$ cat src/rtl/multicycle_control_fsm.sv
// Main sequencer for the multi-cycle 16-bit core: walks each instruction through
// FETCH/DECODE/EXEC/MEM/WB/BRANCH and decodes datapath controls from the current state.
//
// state  | meaning
// FETCH  | read instruction at PC, PC <= PC+1 when memory completes
// DECODE | precompute branch target into ALUOut, dispatch on opcode, finish JMP/illegal
// EXEC   | R-type/ADDI compute, or LW/SW address generation
// MEM    | data read/write at ALUOut, held until mem_ready
// WB     | register file write from ALUOut or MDR
// BRANCH | compare rs/rt, conditionally load PC from ALUOut
// HALT   | memory timeout; frozen with bus_err until reset
module multicycle_control_fsm #(
  parameter int unsigned TIMEOUT = 16,
  parameter int unsigned CNT_W   = 5
) (
  input  logic       clk,
  input  logic       rst,
  input  logic [3:0] opcode,
  input  logic       alu_zero,
  input  logic       mem_ready,
  output logic       pc_we,
  output logic [1:0] pc_src,
  output logic       ir_we,
  output logic       iord,
  output logic       mem_rd,
  output logic       mem_wr,
  output logic       alu_src_a,
  output logic [1:0] alu_src_b,
  output logic [1:0] alu_op,
  output logic       reg_we,
  output logic       wb_sel,
  output logic       illegal_op,
  output logic       bus_err,
  output logic       retired,
  output logic [2:0] state_o
);

  typedef enum logic [2:0] {
    FETCH  = 3'd0,
    DECODE = 3'd1,
    EXEC   = 3'd2,
    MEM    = 3'd3,
    WB     = 3'd4,
    BRANCH = 3'd5,
    HALT   = 3'd6
  } state_t;

  state_t           state, state_nxt;
  logic [CNT_W-1:0] wait_cnt, wait_cnt_nxt;
  logic             bus_err_q, bus_err_nxt;

  logic op_lw, op_sw, op_rtype, op_addi, op_beq, op_bne, op_jmp, op_illegal;
  logic timeout_hit;

  assign op_lw      = (opcode == 4'b0000);
  assign op_sw      = (opcode == 4'b0001);
  assign op_addi    = (opcode == 4'b0011);
  assign op_rtype   = opcode inside {4'b0010, 4'b0100, 4'b0101, 4'b0110,
                                     4'b0111, 4'b1000, 4'b1001};
  assign op_beq     = (opcode == 4'b1010);
  assign op_bne     = (opcode == 4'b1011);
  assign op_jmp     = (opcode == 4'b1100);
  assign op_illegal = (opcode >= 4'b1101);

  // Counter sitting at TIMEOUT means the allowed waits are used up; ready can still win this cycle.
  assign timeout_hit = (TIMEOUT != 0) && (wait_cnt == CNT_W'(TIMEOUT));

  always_ff @(posedge clk) begin
    if (rst) begin
      state     <= FETCH;
      wait_cnt  <= '0;
      bus_err_q <= 1'b0;
    end else begin
      state     <= state_nxt;
      wait_cnt  <= wait_cnt_nxt;
      bus_err_q <= bus_err_nxt;
    end
  end

  always_comb begin
    state_nxt    = state;
    wait_cnt_nxt = '0;
    bus_err_nxt  = bus_err_q;
    pc_we        = 1'b0;
    pc_src       = 2'b00;
    ir_we        = 1'b0;
    iord         = 1'b0;
    mem_rd       = 1'b0;
    mem_wr       = 1'b0;
    alu_src_a    = 1'b0;
    alu_src_b    = 2'b00;
    alu_op       = 2'b00;
    reg_we       = 1'b0;
    wb_sel       = 1'b0;
    illegal_op   = 1'b0;
    retired      = 1'b0;

    case (state)
      FETCH: begin
        mem_rd    = 1'b1;
        alu_src_b = 2'b01;
        alu_op    = 2'b01;
        if (mem_ready) begin
          ir_we     = 1'b1;
          pc_we     = 1'b1;
          state_nxt = DECODE;
        end else if (timeout_hit) begin
          bus_err_nxt = 1'b1;
          state_nxt   = HALT;
        end else begin
          wait_cnt_nxt = wait_cnt + CNT_W'(1);
        end
      end
      DECODE: begin
        alu_src_b = 2'b11;
        alu_op    = 2'b01;
        if (op_lw || op_sw || op_rtype || op_addi) begin
          state_nxt = EXEC;
        end else if (op_beq || op_bne) begin
          state_nxt = BRANCH;
        end else if (op_jmp) begin
          pc_we     = 1'b1;
          pc_src    = 2'b10;
          retired   = 1'b1;
          state_nxt = FETCH;
        end else begin
          illegal_op = op_illegal;
          state_nxt  = FETCH;
        end
      end
      EXEC: begin
        alu_src_a = 1'b1;
        if (op_lw || op_sw) begin
          alu_src_b = 2'b10;
          alu_op    = 2'b01;
          state_nxt = MEM;
        end else begin
          alu_src_b = op_addi ? 2'b10 : 2'b00;
          alu_op    = 2'b00;
          state_nxt = WB;
        end
      end
      MEM: begin
        iord   = 1'b1;
        mem_rd = op_lw;
        mem_wr = op_sw;
        if (mem_ready) begin
          if (op_lw) begin
            state_nxt = WB;
          end else begin
            retired   = 1'b1;
            state_nxt = FETCH;
          end
        end else if (timeout_hit) begin
          bus_err_nxt = 1'b1;
          state_nxt   = HALT;
        end else begin
          wait_cnt_nxt = wait_cnt + CNT_W'(1);
        end
      end
      WB: begin
        reg_we    = 1'b1;
        wb_sel    = op_lw;
        retired   = 1'b1;
        state_nxt = FETCH;
      end
      BRANCH: begin
        alu_src_a = 1'b1;
        alu_src_b = 2'b00;
        alu_op    = 2'b10;
        pc_src    = 2'b01;
        pc_we     = op_beq ? alu_zero : ~alu_zero;
        retired   = 1'b1;
        state_nxt = FETCH;
      end
      HALT: begin
        state_nxt = HALT;
      end
      default: begin
        state_nxt = FETCH;
      end
    endcase

    // Reset dominates combinationally so nothing is written in the cycle rst is seen.
    if (rst) begin
      pc_we      = 1'b0;
      pc_src     = 2'b00;
      ir_we      = 1'b0;
      iord       = 1'b0;
      mem_rd     = 1'b0;
      mem_wr     = 1'b0;
      alu_src_a  = 1'b0;
      alu_src_b  = 2'b00;
      alu_op     = 2'b00;
      reg_we     = 1'b0;
      wb_sel     = 1'b0;
      illegal_op = 1'b0;
      retired    = 1'b0;
    end
  end

  assign bus_err = bus_err_q & ~rst;
  assign state_o = rst ? 3'd0 : state;

endmodule

$ cat config.mk
export PLATFORM = sky130hd
export DESIGN_NAME = multicycle_control_fsm
export DESIGN_NICKNAME = d
export VERILOG_FILES = /design/src/rtl/multicycle_control_fsm.sv
export SDC_FILE = /design/constraint.sdc
export NUM_CORES = 1
export LEC_CHECK = 0
export CAP_MARGIN = 20
export CORE_ASPECT_RATIO = 0.9
export CORE_MARGIN = 5
export CORE_UTILIZATION = 48
export DETAILED_ROUTE_END_ITERATION = 8
export GPL_TIMING_DRIVEN = 0
export PLACE_DENSITY_LB_ADDON = 0.15
export SLEW_MARGIN = 20
export SYNTH_ARGS = -nofsm -noshare
export SYNTH_HDL_FRONTEND = slang
export SYNTH_SLANG_ARGS = --single-unit
export TNS_END_PERCENT = 20
$ cat constraint.sdc
create_clock -name clk -period 4.75 [get_ports clk]
set_clock_uncertainty 0.1 [all_clocks]
set_input_delay 1.1875 -clock clk [delete_from_list [all_inputs] [get_ports clk]]
set_output_delay 1.1875 -clock clk [all_outputs]
set_load 0.01 [all_outputs]
==> metrics.txt, run 1 <==
Register-to-Register Path Depth 4; uppermost layer routed met3; io pins 28; final setup violation count 0; Slew Limit Fails 0; first-pass GRT wire length 3539 µm; post-synth cell types 45; CP max FO 8; hpwl dp 1666 µm; Iter 0 DRT Violations 28; Synth Flop Type dfxtp_1; Slew headroom 0.5397; initial antenna violation count 0; Pwr Density 199.3 nW/µm²; Hold Path Class reg -> reg; largest delay contributor family on the critical path buffers and inverters; crit-path most repeated cell clkdlybuf4s50_1; crit end category output port; Synth-to-Final Area Change 39.97%; Worst EP required 3460 ps; Sequential Power Share 0.366; Cell Chain, Critical Path clkdlybuf4s50_1 -> nor4bb_2 -> xnor2_1 -> nand2_1 -> a2111oi_1 -> clkdlybuf4s50_1; mux share of post-synthesis cell area 0; Final Instance Count excl. Fillers 166; Routed Antenna Nets 0; DRT met1 WL 993 µm; width of the die 53.32 µm; maximum clock path buffer count 2; Yosys reg bits 9; largest family of logic cells by synthesized area simple AND/OR/NAND/NOR gates; count leader, synth nor2_1; critical path's slowest cell clkdlybuf4s50_1; Starting Density 0.4924; Worst path max stage delay 610 ps; CP Buf/Inv Count 2; WL met3 180 µm; min Tclk post-route 4623 ps; WL/cell 13.10 µm; Max-Cap Viols 0; largest cells by area after synthesis dfxtp_1 22%, nor2_1 7.4%, nand2_1 4.2%, nor2_2 3.9%, a21oi_1 3.7%; Switching Share 0.3242; gr ovfl total 0; vias in the first global route 799; port bufs 26; row count 14; Filler cells 160; Nets 153; Detailed Routing Iterations Pass 1 4; CTS Sinks 9; root buffer cell clkbuf_4; clk_lat worst skew 260 ps; Remaining DRCs 0; Pint 0.0001529 W; final number of hold-violating endpoints 0; status finished, final reports clean; proportion of power drawn by combinational gates 0.378; register area share after synthesis 0.2222; Tcrit/Tclk final 0.9732; Antenna Cells 0; slew at the pin closest to its max-slew limit 681.2 ps; Warnings, synthesis 0; Post-synth EDFFs 0; Adder-Cell Fraction of Synth Area 0.03086; Mapped Avg Cell Area 7.239 µm²; Syn Inst Count 112; power share of the clock group 0.256; vias after detailed routing 889; worst hold stages 2; WL final 2175 µm; synthesized area 810.8 µm²; Synth Net Count 122; GPL Wtd Cong 0.8323; CTS buffer count 3; cell depth of the worst setup path 6; synth cell count leaders 16 x nor2_1, 9 x dfxtp_1, 9 x nand2_1; CTS clk-pin slew, worst paths 60 ps; vias per cell 5.355; total power 0.0002262 W; Synth area leader dfxtp_1; Crit path arrival time 3340 ps; GRT Util Overall 0.1751; layout cells sized above 1 0.1268; Worst VDD drop 0.0001784 V; CTS HTree Levels 1; top cell type's share of synthesized area 0.2222; largest net degree at the start of global routing 11; fmax 0.2163 GHz; WL met2 1002 µm; simple-gate share of the synthesized area 0.4583; P_sw 0.00007333 W; Synth Area in Compound Gates 0.1698; Leak 0.4101 nW; Core Area 1647 µm²; CP startpoint kind input pin; die area 2612 µm²; xor/xnor cell area share of the yosys netlist 0.04321; CTS tree built; die height 48.99 µm; Post-Place Cells 162; Post-synth ARST share 0; critical path type in -> out
==> metrics by stage <==
stage          cell area (µm²)  setup slack [ps]  hold WS [ps]  setup TNS [ps]  utilization
2_1_floorplan            810.8             867.5         331.9               0            -
3_3_place_gp              1101             170.1         344.6               0       0.6687
3_5_place_dp              1101             93.26         355.7               0       0.6687
4_1_cts                   1127             93.01         365.3               0       0.6847
5_1_grt                   1135            -48.08         387.1          -48.08       0.6892
6_report                  1135             127.3         361.6               0       0.6892
==> per-layer routing <==
| layer | track usage | vias up |
|---|---|---|
| met4 | 0 | 0 |
| met2 | 0.2592 | 36 |
| met3 | 0.07339 | 0 |
| met1 | 0.2495 | 400 |
| li1 | - | 453 |
| met5 | 0 | - |
==> cell usage in the layout (no fill, tap or decap), types with 2 or more instances in the layout <==
master	count
clkdlybuf4s50_1	26
nor2_1	16
nand2_1	9
dfxtp_1	9
clkbuf_1	7
a21oi_1	6
inv_1	6
nor2_2	5
nor2b_1	4
nand2b_1	3
nor3_1	3
nand3_1	3
clkbuf_4	3
nor2b_4	2
nor4_1	2
and2_1	2
nand3b_1	2
xnor2_1	2
xor2_1	2
ha_1	2
==> timing repair <==
action	CTS	global route
hold buffers	0	0
resized for setup	0	2
setup endpoints to repair	0	1
buffers inserted	0	0
==> area by class of cell <==
class	instances	area [µm²]	share of cell area
flip-flops and latches	9	180.2	0.1588
plain buffers	9	38.79	0.03418
clock buffers	4	26.28	0.02315
well taps	24	30.03	0.02646
repair buffers	26	260.3	0.2293
inverters	6	22.52	0.01985
multi-input cells	88	576.8	0.5083
==> worst min-delay path: stages, from the launching register on <==
cell	delay (ps)
dfxtp_1	300
inv_1	60
a21oi_1	60
==> state kept, by name (all words and copies together) (netlist names) <==
register / flops
wait_cnt: 5
state: 3
bus_err_q: 1
==> cells by family after synthesis <==
group,count (synthesis)
buffers and inverters,15
AND/OR/NAND/NOR,63
flip-flops,9
adder cells (fa/ha/maj),2
XOR/XNOR,4
AO/OA/AOI/OAI,19
==> path summary, 6_finish.rpt <==
path | from | end | slack (ps)
worst min register to register | bus_err_q$_SDFFE_PP0P_ | bus_err_q$_SDFFE_PP0P_ | 360
worst min-delay path | bus_err_q$_SDFFE_PP0P_ | bus_err_q$_SDFFE_PP0P_ | 360
worst max register to register | state[0]$_SDFF_PP0_ | wait_cnt[2]$_SDFF_PP0_ | 3010
worst max-delay path | opcode[0] | pc_we | 130
==> power groups by stage <==
stage | Clock [W] | Combinational [W] | Sequential (W)
6_report | 0.0000580 | 0.0000855 | 0.0000828
3_5_place_dp | 0 | 0.0000837 | 0.0000844
4_1_cts | 0.0000600 | 0.0000841 | 0.0000828
3_3_place_gp | 0 | 0.0000822 | 0.0000842
2_1_floorplan | 0 | 0.0000524 | 0.0000833
5_1_grt | 0.0000651 | 0.0000940 | 0.0000831
Note: power is estimated with default switching activity, not from simulation.
==> run 2: changes to the inputs <==
- HOLD_SLACK_MARGIN: not set -> 0.1
==> results of run 2 <==
The final DEF is identical to that of run 1; final timing and power are the same.
